### src/rtl/decode_8b10b.sv
// Receive-side 8b/10b decoder with running-disparity tracking and comma-based lane sync.
// Optional saturating symbol-error counter is built when AURORA_DEC_ERRCNT_EN is defined.
module decode_8b10b #(
    parameter int G_OREG        = 1,
    parameter bit G_RD_INIT     = 1'b0,
    parameter int G_SYNC_COMMAS = 4,
    parameter int G_LOS_ERRS    = 4
) (
    input  logic       clk_i,
    input  logic       rst_i,
    input  logic [9:0] data_i,
    input  logic       valid_i,
`ifdef AURORA_DEC_ERRCNT_EN
    input  logic        err_cnt_clr_i,
    output logic [15:0] err_cnt_o,
`endif
    output logic [7:0] data_o,
    output logic       ctrl_o,
    output logic       valid_o,
    output logic       code_err_o,
    output logic       disp_err_o,
    output logic       comma_o,
    output logic       disp_o,
    output logic       sync_o
);

    localparam logic [1:0] S_LOS  = 2'd0;
    localparam logic [1:0] S_ACQ  = 2'd1;
    localparam logic [1:0] S_SYNC = 2'd2;

    localparam logic [3:0] SYNC_N = 4'(G_SYNC_COMMAS);
    localparam logic [3:0] LOS_N  = 4'(G_LOS_ERRS);

    logic [5:0] sb6;
    logic [3:0] sb4;
    logic [3:0] sb4_eff;
    logic       v6, v4, k28, a7, p7;
    logic [4:0] x5;
    logic [2:0] y3;
    logic [2:0] ones6, ones4;
    logic       pos6, neg6, pos4, neg4;
    logic       k28_ok, d_a7, k_a7, p7_bad;
    logic       code_err, disp_err, sym_err, ctrl, comma;
    logic [7:0] byte_dec;
    logic       rd_q, rd_d, rd_mid, rd_new, err6, err4;
    logic [1:0] state_q, state_d;
    logic [3:0] comma_cnt_q, comma_cnt_d;
    logic [3:0] err_cnt_q, err_cnt_d;

    logic       v1_q, ctrl1_q, cerr1_q, derr1_q, comma1_q, disp1_q, sync1_q;
    logic [7:0] data1_q;

    assign sb6 = data_i[9:4];
    assign sb4 = data_i[3:0];
    assign k28 = (sb6 == 6'b001111) || (sb6 == 6'b110000);
    // K28 at RD+ is the bitwise complement of K28 at RD-, so decode its 4b inverted.
    assign sb4_eff = (sb6 == 6'b110000) ? ~sb4 : sb4;

    always_comb begin
        v6 = 1'b1;
        x5 = 5'd0;
        case (sb6)
            6'b100111, 6'b011000: x5 = 5'd0;
            6'b011101, 6'b100010: x5 = 5'd1;
            6'b101101, 6'b010010: x5 = 5'd2;
            6'b110001:            x5 = 5'd3;
            6'b110101, 6'b001010: x5 = 5'd4;
            6'b101001:            x5 = 5'd5;
            6'b011001:            x5 = 5'd6;
            6'b111000, 6'b000111: x5 = 5'd7;
            6'b111001, 6'b000110: x5 = 5'd8;
            6'b100101:            x5 = 5'd9;
            6'b010101:            x5 = 5'd10;
            6'b110100:            x5 = 5'd11;
            6'b001101:            x5 = 5'd12;
            6'b101100:            x5 = 5'd13;
            6'b011100:            x5 = 5'd14;
            6'b010111, 6'b101000: x5 = 5'd15;
            6'b011011, 6'b100100: x5 = 5'd16;
            6'b100011:            x5 = 5'd17;
            6'b010011:            x5 = 5'd18;
            6'b110010:            x5 = 5'd19;
            6'b001011:            x5 = 5'd20;
            6'b101010:            x5 = 5'd21;
            6'b011010:            x5 = 5'd22;
            6'b111010, 6'b000101: x5 = 5'd23;
            6'b110011, 6'b001100: x5 = 5'd24;
            6'b100110:            x5 = 5'd25;
            6'b010110:            x5 = 5'd26;
            6'b110110, 6'b001001: x5 = 5'd27;
            6'b001110, 6'b001111, 6'b110000: x5 = 5'd28;
            6'b101110, 6'b010001: x5 = 5'd29;
            6'b011110, 6'b100001: x5 = 5'd30;
            6'b101011, 6'b010100: x5 = 5'd31;
            default:              v6 = 1'b0;
        endcase
    end

    always_comb begin
        v4 = 1'b1;
        y3 = 3'd0;
        a7 = 1'b0;
        p7 = 1'b0;
        case (sb4_eff)
            4'b1011, 4'b0100: y3 = 3'd0;
            4'b1001:          y3 = 3'd1;
            4'b0101:          y3 = 3'd2;
            4'b1100, 4'b0011: y3 = 3'd3;
            4'b1101, 4'b0010: y3 = 3'd4;
            4'b1010:          y3 = 3'd5;
            4'b0110:          y3 = 3'd6;
            4'b1110, 4'b0001: begin y3 = 3'd7; p7 = 1'b1; end
            4'b0111, 4'b1000: begin y3 = 3'd7; a7 = 1'b1; end
            default:          v4 = 1'b0;
        endcase
    end

    always_comb begin
        ones6 = 3'(sb6[0]) + 3'(sb6[1]) + 3'(sb6[2]) + 3'(sb6[3]) + 3'(sb6[4]) + 3'(sb6[5]);
        ones4 = 3'(sb4[0]) + 3'(sb4[1]) + 3'(sb4[2]) + 3'(sb4[3]);
    end

    assign pos6 = (ones6 == 3'd4);
    assign neg6 = (ones6 == 3'd2);
    assign pos4 = (ones4 == 3'd3);
    assign neg4 = (ones4 == 3'd1);

    // Pairing rules: K28 needs its own 4b column, A7 only after specific 6b, P7 never
    // where it would create a run of five.
    always_comb begin
        k28_ok = 1'b0;
        case (sb4_eff)
            4'b0100, 4'b1001, 4'b0101, 4'b0011,
            4'b0010, 4'b1010, 4'b0110, 4'b1000: k28_ok = 1'b1;
            default:                            k28_ok = 1'b0;
        endcase
        d_a7 = 1'b0;
        k_a7 = 1'b0;
        if (sb4 == 4'b0111) begin
            d_a7 = (sb6 == 6'b100011) || (sb6 == 6'b010011) || (sb6 == 6'b001011);
            k_a7 = (sb6 == 6'b000101) || (sb6 == 6'b001001) ||
                   (sb6 == 6'b010001) || (sb6 == 6'b100001);
        end else if (sb4 == 4'b1000) begin
            d_a7 = (sb6 == 6'b110100) || (sb6 == 6'b101100) || (sb6 == 6'b011100);
            k_a7 = (sb6 == 6'b111010) || (sb6 == 6'b110110) ||
                   (sb6 == 6'b101110) || (sb6 == 6'b011110);
        end
        p7_bad = ((sb4 == 4'b1110) && (sb6[1:0] == 2'b11)) ||
                 ((sb4 == 4'b0001) && (sb6[1:0] == 2'b00));
        code_err = !v6 || !v4 ||
                   (k28 ? !k28_ok : ((a7 && !d_a7 && !k_a7) || p7_bad));
    end

    assign ctrl     = !code_err && (k28 || (a7 && k_a7));
    assign byte_dec = code_err ? 8'h00 : {y3, x5};
    assign comma    = (data_i == 10'b0011111010) || (data_i == 10'b1100000101);

    always_comb begin
        err6     = (pos6 && rd_q) || (neg6 && !rd_q);
        rd_mid   = pos6 ? 1'b1 : (neg6 ? 1'b0 : rd_q);
        err4     = (pos4 && rd_mid) || (neg4 && !rd_mid);
        rd_new   = pos4 ? 1'b1 : (neg4 ? 1'b0 : rd_mid);
        disp_err = !code_err && (err6 || err4);
        rd_d     = code_err ? rd_q : rd_new;
        if ((state_q == S_LOS) && comma) begin
            rd_d = ~sb6[5];
        end
    end

    assign sym_err = code_err || disp_err;

    always_comb begin
        state_d     = state_q;
        comma_cnt_d = comma_cnt_q;
        err_cnt_d   = err_cnt_q;
        case (state_q)
            S_LOS: begin
                if (comma) begin
                    comma_cnt_d = 4'd1;
                    err_cnt_d   = 4'd0;
                    state_d     = (SYNC_N <= 4'd1) ? S_SYNC : S_ACQ;
                end
            end
            S_ACQ: begin
                if (sym_err) begin
                    state_d     = S_LOS;
                    comma_cnt_d = 4'd0;
                end else if (comma) begin
                    comma_cnt_d = comma_cnt_q + 4'd1;
                    if (comma_cnt_q + 4'd1 >= SYNC_N) begin
                        state_d   = S_SYNC;
                        err_cnt_d = 4'd0;
                    end
                end
            end
            S_SYNC: begin
                if (sym_err) begin
                    err_cnt_d = err_cnt_q + 4'd1;
                    if (err_cnt_q + 4'd1 >= LOS_N) begin
                        state_d     = S_LOS;
                        err_cnt_d   = 4'd0;
                        comma_cnt_d = 4'd0;
                    end
                end else begin
                    err_cnt_d = 4'd0;
                end
            end
            default: begin
                state_d     = S_LOS;
                comma_cnt_d = 4'd0;
                err_cnt_d   = 4'd0;
            end
        endcase
    end

    always_ff @(posedge clk_i) begin
        if (rst_i) begin
            rd_q        <= G_RD_INIT;
            state_q     <= S_LOS;
            comma_cnt_q <= 4'd0;
            err_cnt_q   <= 4'd0;
            v1_q        <= 1'b0;
            data1_q     <= 8'h00;
            ctrl1_q     <= 1'b0;
            cerr1_q     <= 1'b0;
            derr1_q     <= 1'b0;
            comma1_q    <= 1'b0;
            disp1_q     <= G_RD_INIT;
            sync1_q     <= 1'b0;
        end else begin
            v1_q <= valid_i;
            if (valid_i) begin
                rd_q        <= rd_d;
                state_q     <= state_d;
                comma_cnt_q <= comma_cnt_d;
                err_cnt_q   <= err_cnt_d;
                data1_q     <= byte_dec;
                ctrl1_q     <= ctrl;
                cerr1_q     <= code_err;
                derr1_q     <= disp_err;
                comma1_q    <= comma;
                disp1_q     <= rd_d;
                sync1_q     <= (state_d == S_SYNC);
            end
        end
    end

    if (G_OREG != 0) begin : g_oreg
        logic       v2_q, ctrl2_q, cerr2_q, derr2_q, comma2_q, disp2_q, sync2_q;
        logic [7:0] data2_q;

        always_ff @(posedge clk_i) begin
            if (rst_i) begin
                v2_q     <= 1'b0;
                data2_q  <= 8'h00;
                ctrl2_q  <= 1'b0;
                cerr2_q  <= 1'b0;
                derr2_q  <= 1'b0;
                comma2_q <= 1'b0;
                disp2_q  <= G_RD_INIT;
                sync2_q  <= 1'b0;
            end else begin
                v2_q <= v1_q;
                if (v1_q) begin
                    data2_q  <= data1_q;
                    ctrl2_q  <= ctrl1_q;
                    cerr2_q  <= cerr1_q;
                    derr2_q  <= derr1_q;
                    comma2_q <= comma1_q;
                    disp2_q  <= disp1_q;
                    sync2_q  <= sync1_q;
                end
            end
        end

        assign valid_o    = v2_q;
        assign data_o     = data2_q;
        assign ctrl_o     = ctrl2_q;
        assign code_err_o = cerr2_q;
        assign disp_err_o = derr2_q;
        assign comma_o    = comma2_q;
        assign disp_o     = disp2_q;
        assign sync_o     = sync2_q;
    end else begin : g_no_oreg
        assign valid_o    = v1_q;
        assign data_o     = data1_q;
        assign ctrl_o     = ctrl1_q;
        assign code_err_o = cerr1_q;
        assign disp_err_o = derr1_q;
        assign comma_o    = comma1_q;
        assign disp_o     = disp1_q;
        assign sync_o     = sync1_q;
    end

`ifdef AURORA_DEC_ERRCNT_EN
    logic [15:0] sym_err_cnt_q;

    always_ff @(posedge clk_i) begin
        if (rst_i || err_cnt_clr_i) begin
            sym_err_cnt_q <= 16'h0000;
        end else if (valid_i && sym_err && (sym_err_cnt_q != 16'hFFFF)) begin
            sym_err_cnt_q <= sym_err_cnt_q + 16'h0001;
        end
    end

    assign err_cnt_o = sym_err_cnt_q;
`endif

endmodule

### config.mk
export PLATFORM = sky130hd
export DESIGN_NAME = decode_8b10b
export DESIGN_NICKNAME = d
export VERILOG_FILES = /design/src/rtl/decode_8b10b.sv
export SDC_FILE = /design/constraint.sdc
export NUM_CORES = 1
export LEC_CHECK = 0
export CAP_MARGIN = 40
export CORE_ASPECT_RATIO = 1.25
export CORE_MARGIN = 4
export CORE_UTILIZATION = 55
export CTS_CLUSTER_SIZE = 10
export DETAILED_ROUTE_END_ITERATION = 8
export DONT_BUFFER_PORTS = 1
export GPL_TIMING_DRIVEN = 0
export HOLD_SLACK_MARGIN = 0.1
export PLACE_DENSITY_LB_ADDON = 0.1
export SYNTH_ARGS = -nofsm -noshare
export SYNTH_HDL_FRONTEND = slang
export SYNTH_SLANG_ARGS = --single-unit
### constraint.sdc
create_clock -name clk_i -period 9.7 [get_ports clk_i]
set_input_delay 2.425 -clock clk_i [delete_from_list [all_inputs] [get_ports clk_i]]
set_output_delay 2.425 -clock clk_i [all_outputs]
set_load 0.02 [all_outputs]
# Word-level counts from Yosys, hierarchy flattened
# Memory sizes are Yosys's and may differ from the RTL's.
# Index checks and enable logic that the tools add are counted.
[totals]
reg_bits = 40
romBits = 16
inputBits = 13
elab_cells = 222
n_memories = 1
[classes]
n_addsub = 10
magnitude_cmp = 2
eq_ne = 84
muxes = 38
bitwise_logic = 2
n_reduce_logical = 66
[mem_list]
columns = ["memory", "depth", "word_bits", "read_ports", "rd_clocked_by_memory_dff", "write_ports", "line", "rtl"]
rows = [
  ["(no name shown)", 16, 1, 1, 0, 0, "132", "case (sb4_eff)"],
]
[ops]
columns = ["operator", "n"]
rows = [
  ["5-bit one-hot mux with 31 select lines", 1],
  ["6-bit == test (second input constant)", 24],
  ["6-bit by 5-bit == test with 1-bit output (second input constant)", 14],
  ["4-bit two-way mux", 12],
  ["48-bit OR reduction", 1],
  ["6-bit by 4-bit == test with 1-bit output (second input constant)", 7],
  ["4-bit == test (second input constant)", 9],
  ["2-bit OR reduction", 16],
  ["4-bit one-hot mux with 3 select lines", 2],
  ["1-bit logical OR", 21],
  ["3-bit one-hot mux with 7 select lines", 1],
  ["4-bit by 3-bit == test with 1-bit output (second input constant)", 5],
  ["6-bit by 3-bit == test with 1-bit output (second input constant)", 3],
  ["1-bit two-way mux", 14],
  ["14-bit OR reduction", 1],
  ["3-bit by 1-bit adder with 3-bit output", 4],
  ["1-bit logical AND", 12],
  ["2-bit two-way mux", 6],
  ["2-bit inequality test (second input constant)", 6],
  ["10-bit == test (second input constant)", 1],
  ["10-bit by 8-bit == test with 1-bit output (second input constant)", 1],
  ["5-bit AND reduction", 2],
  ["4-bit by 1-bit adder with 4-bit output (second input constant)", 2],
  ["4-bit by 1-bit == test with 1-bit output (second input constant)", 2],
  ["20 further kinds", 35],
]

# Depth between registers and ports, before layout
# Gate-level depths: netlist (run 1).
[logic_depth]
depth_word = 17
depth_mapped = 15

# Least setup slack after synthesis (run 1)
# No wires, ideal clock.
[synth_timing]
kind = "input port to flip-flop"
startpoint = "in data_i[4]"
endpoint = "reg err_cnt_q[0]"
setup_time_ns = 0.132
arrival_ns = 5.901
setup_slack_ns = 3.667
stages = 14
path_cell_list = "fa_1 inv_1 fa_1 inv_1 ha_1 fa_1 or3b_2 o211ai_1 xnor2_1 o22a_1 nand4_2 or2_1 o311ai_0 a21oi_1"
[synth_via]
elab_chain_len = 16
word_cells_on_any_way = 130
[synth_rtl]
columns = ["item", "line", "rtl"]
rows = [
  ["start, declared", "11", "input logic [9:0] data_i,"],
  ["1-bit by 1-bit adder with 2-bit output (tied with other cells)", "119", "ones6 = 3'(sb6[0]) + 3'(sb6[1]) + 3'(sb6[2]) + 3'(sb6[3]) + 3'(sb6[4]) + 3'(sb6[5]);"],
  ["2-bit by 1-bit adder with 3-bit output (tied with other cells)", "119", ""],
  ["3-bit by 1-bit adder with 3-bit output (tied with other cells) (3 in a row)", "119", ""],
  ["3-bit by 2-bit == test with 1-bit output (tied with other cells)", "124", "assign neg6 = (ones6 == 3'd2);"],
  ["1-bit two-way mux (tied with other cells)", "160", "rd_mid = pos6 ? 1'b1 : (neg6 ? 1'b0 : rd_q);"],
  ["1-bit two-way mux / 1-bit logical AND (equally long branches)", "160, 151", ""],
  ["1-bit zero test / 1-bit logical OR (equally long branches)", "161, 151", ""],
  ["1-bit logical AND / 1-bit two-way mux (equally long branches)", "161, 151", ""],
  ["1-bit logical OR, on equally long branches", "161, 150", ""],
  ["1-bit logical OR / 1-bit zero test (equally long branches)", "163", "disp_err = !code_err && (err6 || err4);"],
  ["1-bit logical AND", "163", ""],
  ["1-bit logical OR", "170", "assign sym_err = code_err || disp_err;"],
  ["2-bit inequality test (no source line) / 4-bit two-way mux (equally long branches)", "-", ""],
  ["5-bit AND reduction (no source line) / 4-bit one-hot mux with 3 select lines (equally long branches)", "-", ""],
  ["end signal, assigned", "236", "err_cnt_q <= err_cnt_d;"],
  ["end, declared", "48", "logic [3:0] err_cnt_q, err_cnt_d;"],
]
# Parallel ways exist; a longest one is shown, timed or not.
# A chain may end at the register's enable or synchronous reset.

# Worst setup path in the final report (run 1)
# Same ends and word-level chain as after synthesis.

==> results.json, run 1 <==
{
  "synth_cell_types": 72,
  "synth.area.mux_share_pct": 6.43,
  "core_um2": 5520,
  "fin_cells": 484,
  "netlist_area_um2": 3190,
  "ys.flop_type": "dfxtp_1",
  "required_ns": 9.85,
  "detail_route.first_pass.iterations": 5,
  "vias": 3144,
  "period_needed_ns": 6.11,
  "placedCellCount": 476,
  "maxCapViolCount": 0,
  "ios": 28,
  "dieArea_um2": 7090,
  "wl_per_cell_um": 17.5,
  "grt_pass1_vias": 2865,
  "initial_core_util_pct": 57.8,
  "post-cts-setup-buffers": 0,
  "port_buffers": 0,
  "synth_compound_area_share_pct": 25.1,
  "cp_data_arrival_time_ns": 6.27,
  "cts_inserted_buffers": 5,
  "rows": 30,
  "maxSlewViolCount": 0,
  "synthCells": 412,
  "dieHeight_um": 93.2,
  "nNetsFinal": 449,
  "p_leak_uw": 0.00122,
  "avgSynthCellArea_um2": 7.75,
  "vias_per_cell": 6.50,
  "synth_top_family_by_area": "simple AND/OR/NAND/NOR gates",
  "worstSetupEndpointType": "flip-flop",
  "ir_drop_mv": 0.0585,
  "cp_max_fo": 7,
  "area_growth_pct": 5.57,
  "cts-root-buf": "clkbuf_8",
  "antenna_found_initial": 0,
  "cts.htree.levels": 2,
  "gp_congestion": 0.994,
  "cts.sinks": 40,
  "slew-limit-headroom_pct": 54.6,
  "yosysWarnings": 0,
  "worst_slew_pin_slew_ns": 0.664,
  "hold_viol_final": 0,
  "crit_path_start_kind": "input pin",
  "hp-class": "flip-flop to flip-flop",
  "synth-simple-area-share_pct": 26.6,
  "cts_tree": "yes",
  "drc_errors": 0,
  "synthAdderAreaFrac_pct": 7.92,
  "rsz0062_at_grt": "no",
  "async_reset_ff_share_pct": 0,
  "fmax_ghz": 0.164,
  "seq_area_frac_synth_pct": 25.1,
  "grt_start_max_net_pins": 14,
  "grt_first_pass_wirelength_um": 13800,
  "drive_gt1_share_pct": 7.14,
  "min_period_over_period_pct": 63.0,
  "hold_buffers": 0,
  "hpwl_um": 6520,
  "routed_wirelength_um": 8480,
  "rrSetupSlack_ns": 7.31,
  "skew_ns": 0.00713,
  "syn_nets": 442,
  "dp_worst_setup_slack_ns": 3.28,
  "drt_iter0_drc": 236,
  "final_util_pct": 61.1,
  "synth-seq-cells": 40,
  "ctsResizeCount": 0,
  "setup_tns_ns": 0,
  "track_usage_pct": 23.1,
  "final_cell_mix": "nand2_1, nor2_1, dfxtp_1",
  "clk-insertion-delay-late_ns": 0.29,
  "max-clock-path-buffers": 2,
  "finalSetupViolations": 0,
  "grt_overflow": 0,
  "status": "finished clean",
  "antenna_cells": 0,
  "synth-xor-area-share_pct": 1.92,
  "ant_nets": 0,
  "clk_transition_reported_paths_ns": 0.07,
  "finalWorstSetupSlack_ns": 3.59,
  "synth_edf_count": 0,
  "power_density_nw_per_um2": 120,
  "path_class": "input pin to flip-flop",
  "die_w_um": 76.1
}
==> synthesized netlist by cell type, types with 5 or more instances <==
| library cell | instances | area share [%] |
|---|---|---|
| a21oi_1 | 20 | 3.1 |
| a211oi_1 | 8 | 1.9 |
| nand3_1 | 10 | 1.6 |
| ha_1 | 13 | 5.1 |
| nand2b_1 | 15 | 2.9 |
| a31oi_1 | 6 | 1.2 |
| mux2i_1 | 19 | 6.0 |
| nand2_1 | 40 | 4.7 |
| o21ai_0 | 25 | 3.9 |
| nor2b_1 | 5 | 0.98 |
| nor3b_1 | 5 | 1.2 |
| inv_1 | 15 | 1.8 |
| a22o_1 | 7 | 1.9 |
| o22ai_1 | 7 | 1.4 |
| nand3b_1 | 5 | 1.2 |
| clkbuf_1 | 22 | 2.6 |
| nor2_1 | 40 | 4.7 |
| nor3_1 | 19 | 3.0 |
| dfxtp_1 | 40 | 25 |
==> sequential cells by signal, summed over array words and instances (netlist names), 2 cells and up <==
| signal | cells |
|---|---|
| err_cnt_q | 4 |
| comma_cnt_q | 4 |
| data1_q | 8 |
| data_o | 8 |
| state_q | 2 |
==> worst paths after layout <==
check	from	to	depth (start not counted)
max	data_i[4]	err_cnt_q[0]$_SDFFE_PP0P_	14
min reg2reg	comma1_q$_SDFFE_PP0P_	comma1_q$_SDFFE_PP0P_	2
max reg2reg	disp1_q$_SDFFE_PP0P_	err_cnt_q[0]$_SDFFE_PP0P_	8
min	comma1_q$_SDFFE_PP0P_	comma1_q$_SDFFE_PP0P_	2
==> power breakdown <==
part           switching, uW  total [uW]  internal [uW]
registers               5.16         174            169
clock network           57.2         115           57.5
logic                   72.5         115           43.0
total                    135         404            270
==> layout make-up <==
type | instances | area, um2
Clock buffer | 6 | 82.6
Inverter | 17 | 63.8
Clock inverter | 2 | 15.0
Buffer | 33 | 158
Multi-Input combinational cell | 322 | 2170
Fill cell | 527 | 2150
Sequential cell | 40 | 801
Tap cell | 64 | 80.1
==> layer usage <==
| metal | global-route usage, % | up-vias | wire length (um) |
|---|---|---|---|
| met3 | 2.89 | 31 | 473 |
| li1 | - | 1525 | - |
| met4 | 9.33 | 0 | 299 |
| met1 | 27.7 | 1453 | 3470 |
| met2 | 41.5 | 135 | 4240 |
| met5 | 0 | - | 0 |
==> critical path: stages <==
cell and delay (ns):
fa_1 0.51, inv_1 0.05, fa_1 0.47, inv_1 0.05, ha_1 0.19, fa_1 0.51
or3b_2 0.45, o211ai_1 0.15, xnor2_1 0.15, o22a_1 0.27, nand4_2 0.25, or2_1 0.33
o311ai_0 0.35, a21oi_1 0.11
==> cells by family (layout without fill, tap and decap cells) <==
logic type / after synthesis / after routing
AND/OR/NAND/NOR: 163 / 163
AO/OA/AOI/OAI: 114 / 114
buffers and inverters: 50 / 58
flip-flops: 40 / 40
multiplexers: 20 / 20
adder cells (fa/ha/maj): 18 / 18
XOR/XNOR: 7 / 7
==> through the flow <==
| step | total power, uW | hold slack [ns] | cell area [um2] |
|---|---|---|---|
| finish | 404 | 0.466 | 3370 |
| global route | 427 | 0.498 | 3370 |
| CTS | 405 | 0.468 | 3370 |
| detailed placement | 292 | 0.451 | 3270 |
| global placement | 290 | 0.439 | 3270 |
| floorplan | 265 | 0.425 | 3190 |
Note: power is estimated with default switching activity, not from simulation.
==> run 2, diff against run 1 <==
clock period = 5.3 ns   (was 9.7 ns; I/O delays follow)
==> results of run 2 <==
The final DEF is identical to that of run 1. Status: finished clean.
Among the figures that moved: setup slack after placement 3.28 ns -> -0.0193 ns; setup slack after layout 3.59 ns -> 0.286 ns; register-to-register setup slack 7.31 ns -> 2.91 ns; total power 404 uW -> 740 uW; worst IR drop on VDD 0.0585 mV -> 0.107 mV
